--- src/rtl/pc_fetch_ctrl.sv ---
// ============================================================================
//  Module      : pc_fetch_ctrl
//  Description : Program counter / fetch sequencer with branch-target LUT
//                interface, Start/Done handshake and retired-instruction count.
//  Revision    : 1.0 - initial release
// ============================================================================
`default_nettype none

module pc_fetch_ctrl #(
  parameter int PC_W     = 10,
  parameter int CNT_W    = 16,
  parameter int START_PC = 0
) (
  input  logic             Clk,
  input  logic             Reset,
  input  logic             Start,
  input  logic             Stall,
  input  logic             Halt,
  input  logic             BranchEn,
  input  logic             AbsJump,
  input  logic [PC_W-1:0]  LutIdx,
  output logic [PC_W-1:0]  LutAddr,
  input  logic [PC_W-1:0]  LutTarget,
  output logic [PC_W-1:0]  PC,
  output logic             Busy,
  output logic             Done,
  output logic [CNT_W-1:0] InstrCount
);

  localparam logic [PC_W-1:0]  c_start_pc = START_PC[PC_W-1:0];
  localparam logic [CNT_W-1:0] c_cnt_max  = {CNT_W{1'b1}};
  localparam logic [PC_W-1:0]  c_pc_one   = {{(PC_W-1){1'b0}}, 1'b1};
  localparam logic [CNT_W-1:0] c_cnt_one  = {{(CNT_W-1){1'b0}}, 1'b1};

  typedef enum logic [1:0] {
    S_IDLE = 2'd0,
    S_RUN  = 2'd1,
    S_DONE = 2'd2
  } state_t;

  state_t           r_state;
  state_t           w_state_nxt;
  logic [PC_W-1:0]  r_pc;
  logic [PC_W-1:0]  w_pc_nxt;
  logic [CNT_W-1:0] r_cnt;
  logic [CNT_W-1:0] w_cnt_nxt;
  logic [CNT_W-1:0] w_cnt_inc;
  logic             r_busy;
  logic             r_done;

  assign LutAddr    = LutIdx;
  assign PC         = r_pc;
  assign Busy       = r_busy;
  assign Done       = r_done;
  assign InstrCount = r_cnt;

  // Counter sticks at all-ones rather than wrapping.
  assign w_cnt_inc = (r_cnt == c_cnt_max) ? r_cnt : (r_cnt + c_cnt_one);

  always_comb begin
    w_state_nxt = r_state;
    w_pc_nxt    = r_pc;
    w_cnt_nxt   = r_cnt;
    case (r_state)
      S_IDLE, S_DONE: begin
        if (Start) begin
          w_state_nxt = S_RUN;
          w_pc_nxt    = c_start_pc;
          w_cnt_nxt   = '0;
        end
      end
      S_RUN: begin
        if (Stall) begin
          w_state_nxt = S_RUN;
        end else if (Halt) begin
          w_state_nxt = S_DONE;
          w_cnt_nxt   = w_cnt_inc;
        end else if (BranchEn && AbsJump) begin
          w_pc_nxt    = LutTarget;
          w_cnt_nxt   = w_cnt_inc;
        end else if (BranchEn) begin
          // Signed offset: unsigned add of the two's-complement value wraps correctly.
          w_pc_nxt    = r_pc + LutTarget;
          w_cnt_nxt   = w_cnt_inc;
        end else begin
          w_pc_nxt    = r_pc + c_pc_one;
          w_cnt_nxt   = w_cnt_inc;
        end
      end
      default: begin
        w_state_nxt = S_IDLE;
        w_pc_nxt    = c_start_pc;
        w_cnt_nxt   = '0;
      end
    endcase
  end

  always_ff @(posedge Clk) begin
    if (!Reset) begin
      r_state <= S_IDLE;
      r_pc    <= c_start_pc;
      r_cnt   <= '0;
      r_busy  <= 1'b0;
      r_done  <= 1'b0;
    end else begin
      r_state <= w_state_nxt;
      r_pc    <= w_pc_nxt;
      r_cnt   <= w_cnt_nxt;
      r_busy  <= (w_state_nxt == S_RUN);
      r_done  <= (w_state_nxt == S_DONE);
    end
  end

endmodule

`default_nettype wire

--- config.mk ---
export PLATFORM = sky130hd
export DESIGN_NAME = pc_fetch_ctrl
export DESIGN_NICKNAME = d
export VERILOG_FILES = /design/src/rtl/pc_fetch_ctrl.sv
export SDC_FILE = /design/constraint.sdc
export NUM_CORES = 1
export LEC_CHECK = 0
export ABC_AREA = 1
export CAP_MARGIN = 10
export CORE_ASPECT_RATIO = 2
export CORE_MARGIN = 4
export CORE_UTILIZATION = 48
export CTS_CLUSTER_DIAMETER = 30
export DETAILED_ROUTE_END_ITERATION = 16
export PLACE_DENSITY = 0.81
export SKIP_LAST_GASP = 1
export SLEW_MARGIN = 40
export SYNTH_ARGS = -nofsm -noshare
export SYNTH_HDL_FRONTEND = slang
export SYNTH_SLANG_ARGS = --single-unit
--- constraint.sdc ---
create_clock -name Clk -period 2.6 [get_ports Clk]
set_input_delay 0.52 -clock Clk [delete_from_list [all_inputs] [get_ports Clk]]
set_output_delay 0.52 -clock Clk [all_outputs]
set_load 0.05 [all_outputs]
==> results of run 1 <==
through the flow:
stage	power [W]	hold WS [ps]	setup WS, ps	utilization [%]
2_1_floorplan	0.000680	465	537	-
3_3_place_gp	0.000710	480	48.2	58.9
3_5_place_dp	0.000713	485	12.4	58.9
4_1_cts	0.00117	494	303	61.4
5_1_grt	0.00123	514	32.8	61.4
6_report	0.00116	488	276	61.4
cells by family (layout without fill, tap and decap cells):
family | after synthesis | in the layout | synth area share [%]
AND/OR/NAND/NOR | 192 | 192 | 38.1
flip-flops | 30 | 30 | 27.7
buffers and inverters | 64 | 102 | 13.4
XOR/XNOR | 6 | 6 | 2.42
adder cells (fa/ha/maj) | 11 | 11 | 6.69
AO/OA/AOI/OAI | 47 | 47 | 11.7
worst register-to-register path: stages, from the launching register on:
cell	delay, ps
dfxtp_1	330
ha_1	240
fa_1	410
nand3_1	130
nand3_1	120
nand3_1	120
nand3b_1	90
nand3_1	90
nand2_1	50
nand2_1	50
a21oi_1	60
path summary, 6_finish.rpt:
path	end	cells after the start	slack, ps	from
setup / recovery	PC[7]$_SDFFE_PN0P_	13	280	BranchEn
hold / removal	PC[0]$_SDFFE_PN0P_	2	490	PC[0]$_SDFFE_PN0P_
setup reg to reg	PC[6]$_SDFFE_PN0P_	10	760	PC[0]$_SDFFE_PN0P_
hold reg to reg	PC[0]$_SDFFE_PN0P_	2	490	PC[0]$_SDFFE_PN0P_
sequential cells by signal, indices dropped and copies added (netlist names):
register / flops
Done: 1
PC: 10
Busy: 1
InstrCount: 16
r_state: 2
cell usage after synthesis (3+ instances only):
cell type and instances:
o21ai_0 10, buf_4 11, ha_1 10, nand3_1 24, a21oi_1 31, nand3b_1 4
nor3_1 7, dfxtp_1 30, o211ai_1 3, inv_1 44, clkbuf_1 3, xor2_1 5
nand4_1 6, nand2_1 106, nor2_1 37
where the power goes:
group          internal (W)  total (W)  switching, W  leakage [nW]
Combinational     0.0000804   0.000222      0.000141         0.855
Clock              0.000282   0.000454      0.000173        0.0579
Sequential         0.000471   0.000481     0.0000104         0.243
Total              0.000833    0.00116      0.000324          1.16
metal layers:
| layer | share of wire [%] | vias up |
|---|---|---|
| li1 | - | 1178 |
| met1 | 37 | 1022 |
| met2 | 56 | 68 |
| met3 | 2.9 | 17 |
| met4 | 3.1 | 0 |
| met5 | 0 | - |
cell type report:
| cell class | instances | area, um^2 |
|---|---|---|
| inverters | 48 | 180 |
| repair buffers | 46 | 455 |
| clock buffers | 5 | 68.8 |
| flip-flops and latches | 30 | 601 |
| clock inverters | 3 | 40.0 |
| fillers | 417 | 1690 |
| multi-input cells | 256 | 1280 |
| well taps | 54 | 67.6 |
==> flow_metrics.env, run 1 <==
export IMPL_max_stage_delay_ps=470
export IMPL_leakagePower_nw=1.16
export IMPL_die_area_mm2=0.00572
export IMPL_ant_nets=0
export IMPL_worst_path_max_fanout=11
export IMPL_status="finished, final reports clean"
export IMPL_path_cells="clkdlybuf4s50_1, buf_4, nand2_1, inv_1, ha_1, a21oi_1, nor2_1, nor2_1, nand3b_1, nand3_1, nand2_1, nand2_1, a21oi_1"
export IMPL_top_usage_layer="met2"
export IMPL_finalCritPeriodShare_pct=89.4
export IMPL_async_reset_ff_share_pct=0
export IMPL_syn_cell_area_mm2=0.00217
export IMPL_clk_path_buf_depth=2
export IMPL_cts_htree_levels=2
export IMPL_layout_commonest_cell="nand2_1"
export IMPL_tightest_slew_ps=678
export IMPL_ios=65
export IMPL_synthDistinctLibCells=28
export IMPL_yosys_register_bits=30
export IMPL_yosys_warnings=0
export IMPL_overflow=0
export IMPL_grt_usage_pct=21.2
export IMPL_drc=0
export IMPL_power_density_mw_per_mm2=430
export IMPL_dp_cells=434
export IMPL_endpoint_kind="register"
export IMPL_final_hold_violation_count=0
export IMPL_grt_util_met1_pct=19.6
export IMPL_fmaxAchievable_mhz=430
export IMPL_cp_arrival_ps=2450
export IMPL_die_x_um=55.5
export IMPL_report_final_setup_viol=0
export IMPL_slowest_stage="clkdlybuf4s50_1"
export IMPL_cts_reportedPaths_clkPinSlew_ps=70
export IMPL_use_met3_pct=2.76
export IMPL_drtIter0Drc=68
export IMPL_globalplace_congestion=0.942
export IMPL_critPathBufInv=3
export IMPL_dr_pass1_iters=4
export IMPL_clk_latency_ps=280
export IMPL_min_period_ps=2320
export IMPL_cts_setup_buffers=0
export IMPL_fin_area_mm2=0.00269
export IMPL_hold_buffers=0
export IMPL_setup_tns_ps=0
export IMPL_post_cts_resized=0
export IMPL_die_y_um=103
export IMPL_crit_top_cell="nand2_1"
export IMPL_cts_sinks=30
export IMPL_maxCapViolations=0
export IMPL_netlist_top_cells_area="dfxtp_1, nand2_1, inv_1"
export IMPL_n_antenna_cell=0
export IMPL_drive_gt1_share_pct=5.67
export IMPL_yosysSeqAreaShare_pct=27.7
export IMPL_synth_avg_cell_area_um2=6.20
export IMPL_synth_edf_count=0
export IMPL_stdcell_count=442
export IMPL_portBuffers=44
export IMPL_clock_skew_ps=6.83
export IMPL_mostFrequentLayoutCells="nand2_1, inv_1, clkdlybuf4s50_1"
export IMPL_core_area_mm2=0.00438
export IMPL_cts_root_buf="clkbuf_8"
export IMPL_wl_mm=5.70
export IMPL_hp_class="register to register"
export IMPL_grt_util_met2_pct=42.3
export IMPL_max_vdd_ir_drop_mv=0.369
export IMPL_row_count=34
export IMPL_start_util_pct=49.5
export IMPL_rsz0062_at_grt="no"
export IMPL_dp_hpwl_mm=4.48
export IMPL_slew_headroom_pct=54.7
export IMPL_antenna_found_initial=0
export IMPL_grt_pass1_wl_mm=9.80
export IMPL_ys_flop_type="dfxtp_1"
export IMPL_synth_top_cell_area_share_pct=27.7
export IMPL_numCtsBuffers=5
export IMPL_area_delta_synth_final_pct=24.1
export IMPL_placed_cell_area_mm2=0.00258
export IMPL_synth_cells=350
export IMPL_viasPerCell=5.17
export IMPL_yosys_area_top_type="dfxtp_1"
export IMPL_slew_violations=0
export IMPL_crit_family="buffers and inverters"
export IMPL_vias=2285
export IMPL_syn_nets=388
export IMPL_grt_max_degree=23
export IMPL_cts_tree="yes"
export IMPL_crit_required_ps=2730
export IMPL_wl_per_cell_um=12.9
export IMPL_start_kind="input pin"
export IMPL_nets=425
export IMPL_grt_pass1_vias=2292
export IMPL_criticalPathCategory="input pin to register"
No activity file was read; power rests on OpenSTA's default activity.
==> run 2: changes to the inputs <==
--- a/config.mk
+++ b/config.mk
@@ -13,7 +13,6 @@
 export CTS_CLUSTER_DIAMETER = 30
 export DETAILED_ROUTE_END_ITERATION = 16
 export PLACE_DENSITY = 0.81
-export SKIP_LAST_GASP = 1
 export SLEW_MARGIN = 40
 export SYNTH_ARGS = -nofsm -noshare
 export SYNTH_HDL_FRONTEND = slang
==> results of run 2 <==
The final DEF is identical to that of run 1; final timing and power are the same.
==> run 3: changes to the inputs <==
--- a/config.mk
+++ b/config.mk
@@ -9,10 +9,10 @@
 export CAP_MARGIN = 10
 export CORE_ASPECT_RATIO = 2
 export CORE_MARGIN = 4
-export CORE_UTILIZATION = 48
+export CORE_UTILIZATION = 50
 export CTS_CLUSTER_DIAMETER = 30
 export DETAILED_ROUTE_END_ITERATION = 16
-export PLACE_DENSITY = 0.81
+export PLACE_DENSITY = 0.84
 export SLEW_MARGIN = 40
 export SYNTH_ARGS = -nofsm -noshare
 export SYNTH_HDL_FRONTEND = slang
==> constraint.sdc (replaced) <==
create_clock -name Clk -period 2.8 [get_ports Clk]
set_input_delay 0.56 -clock Clk [delete_from_list [all_inputs] [get_ports Clk]]
set_output_delay 0.56 -clock Clk [all_outputs]
set_load 0.05 [all_outputs]
==> run 3 against run 2 <==
Final cell count down 0.45%. Sequential share of layout area about the same. Combinational power down 8%. Worst hold slack better by 2.6 ps. Register-to-register slack better by 190 ps. First-iteration DRC count down 10%. Non-clock buffer count unchanged. Clock skew down 0.74 ps.
==> flow_metrics.env, run 3 (synthesis results as in run 1) <==
export IMPL_status="finished, final reports clean"
export IMPL_path_cells="clkdlybuf4s50_1, buf_4, nand2_1, inv_1, ha_1, a21oi_1, nor2_1, nor2_1, nand2_1, nand2_1, nand3_1, nand2_1, nand2_1, a21oi_1"
export IMPL_n_antenna_cell=0
export IMPL_rsz0062_at_grt="no"
export IMPL_criticalPathCategory="input pin to register"
export IMPL_drive_gt1_share_pct=5.67
export IMPL_core_area_mm2=0.00413
export IMPL_tightest_slew_ps=677
export IMPL_cts_reportedPaths_clkPinSlew_ps=70
export IMPL_cp_startpoint="BranchEn"
export IMPL_power_density_mw_per_mm2=402
export IMPL_mostFrequentLayoutCells="nand2_1, inv_1, clkdlybuf4s50_1"
export IMPL_max_vdd_ir_drop_mv=0.442
export IMPL_finalCritPeriodShare_pct=84.6
export IMPL_clk_path_buf_depth=2
export IMPL_min_delay_start="r_state[1]$_SDFF_PN0_"
export IMPL_area_delta_synth_final_pct=23.9
export IMPL_slowest_stage="clkdlybuf4s50_1"
export IMPL_wl_met2_mm=3.13
export IMPL_die_x_um=54.6
export IMPL_regToRegStartpoint="PC[0]$_SDFFE_PN0P_"
export IMPL_start_util_pct=52.5
export IMPL_cts_setup_buffers=0
export IMPL_endpoint_kind="register"
export IMPL_setup_tns_ps=0
export IMPL_start_kind="input pin"
export IMPL_slew_violations=0
export IMPL_max_stage_delay_ps=490
export IMPL_wl_per_cell_um=12.9
export IMPL_hp_class="register to register"
export IMPL_cts_tree="yes"
export IMPL_crit_required_ps=3000
export IMPL_slew_headroom_pct=54.8
export IMPL_numCtsBuffers=5
export IMPL_top_layer_used="met4"
export IMPL_viasPerCell=5.35
export IMPL_crit_top_cell="nand2_1"
export IMPL_hold_buffers=0
export IMPL_cts_htree_levels=2
export IMPL_post_cts_resized=0
export IMPL_ant_nets=0
export IMPL_placed_cell_area_mm2=0.00258
export IMPL_drt_met1_wl_mm=1.97
export IMPL_cts_root_buf="clkbuf_8"
export IMPL_holdWs_ps=491
export IMPL_cp_arrival_ps=2570
export IMPL_final_hold_violation_count=0
export IMPL_grt_usage_pct=22.5
export IMPL_grt_pass1_wl_mm=9.37
export IMPL_grt_max_degree=23
export IMPL_vias=2352
export IMPL_min_period_ps=2370
export IMPL_ios=65
export IMPL_final_core_util_pct=65.1
export IMPL_drc=0
export IMPL_clk_latency_ps=280
export IMPL_overflow=0
export IMPL_antenna_found_initial=0
export IMPL_grt_pass1_vias=2304
export IMPL_wl_mm=5.67
export IMPL_nets=425
export IMPL_clock_skew_ps=6.09
export IMPL_die_area_mm2=0.00552
export IMPL_fmaxAchievable_mhz=422
export IMPL_largest_reg_flops=16
export IMPL_portBuffers=44
export IMPL_layout_commonest_cell="nand2_1"
export IMPL_drtIter0Drc=61
export IMPL_row_count=33
export IMPL_globalplace_congestion=0.953
export IMPL_report_final_setup_viol=0
export IMPL_worst_path_max_fanout=10
export IMPL_maxCapViolations=0
export IMPL_fin_area_mm2=0.00269
export IMPL_die_y_um=101
export IMPL_dr_pass1_iters=6
export IMPL_dp_hpwl_mm=4.51
export IMPL_cts_sinks=30
export IMPL_met3WireLength_um=232
export IMPL_leakagePower_nw=1.16
==> run 3: layout make-up <==
class                   instances  area (um^2)
inverters                      48          180
repair buffers                 46          455
clock buffers                   5         68.8
clock inverters                 3         40.0
multi-input cells             256         1280
fillers                       386         1440
flip-flops and latches         30          601
well taps                      52         65.1
==> run 3: critical path, delay by kind of cell <==
family	cells	cell delay [ps]
AOI/OAI and AO/OA	2	420
buffers and inverters	3	720
and+or+nand+nor	8	580
adders and majority gates	1	260
==> run 3: path summary, 6_finish.rpt <==
kind / to / cells past startpoint / slack (ps)
worst min register to register: r_state[1]$_SDFF_PN0_ / 2 / 490
worst max-delay path: PC[7]$_SDFFE_PN0P_ / 14 / 430
worst max register to register: PC[8]$_SDFFE_PN0P_ / 10 / 950
worst min-delay path: r_state[1]$_SDFF_PN0_ / 2 / 490
==> run 3: layer usage <==
| layer | global-route usage (%) | vias up |
|---|---|---|
| li1 | - | 1180 |
| met1 | 21.2 | 1056 |
| met2 | 40.6 | 86 |
| met3 | 3.83 | 30 |
| met4 | 16.1 | 0 |
| met5 | 0 | - |
==> run 3: report_power, final <==
part | internal, W | total (W) | switching [W]
combinational | 0.0000746 | 0.000205 | 0.000131
sequential | 0.000437 | 0.000446 | 0.00000932
clock | 0.000262 | 0.000428 | 0.000167
total | 0.000773 | 0.00108 | 0.000307
==> run 3: metrics by stage <==
step / worst slack [ps] / power [W] / std cells
final: 432 / 0.00108 / 440
after global routing: 257 / 0.00114 / 440
after CTS: 458 / 0.00109 / 440
after detailed placement: 165 / 0.000662 / 432
after global placement: 191 / 0.000659 / 432
after floorplan: 697 / 0.000632 / 350
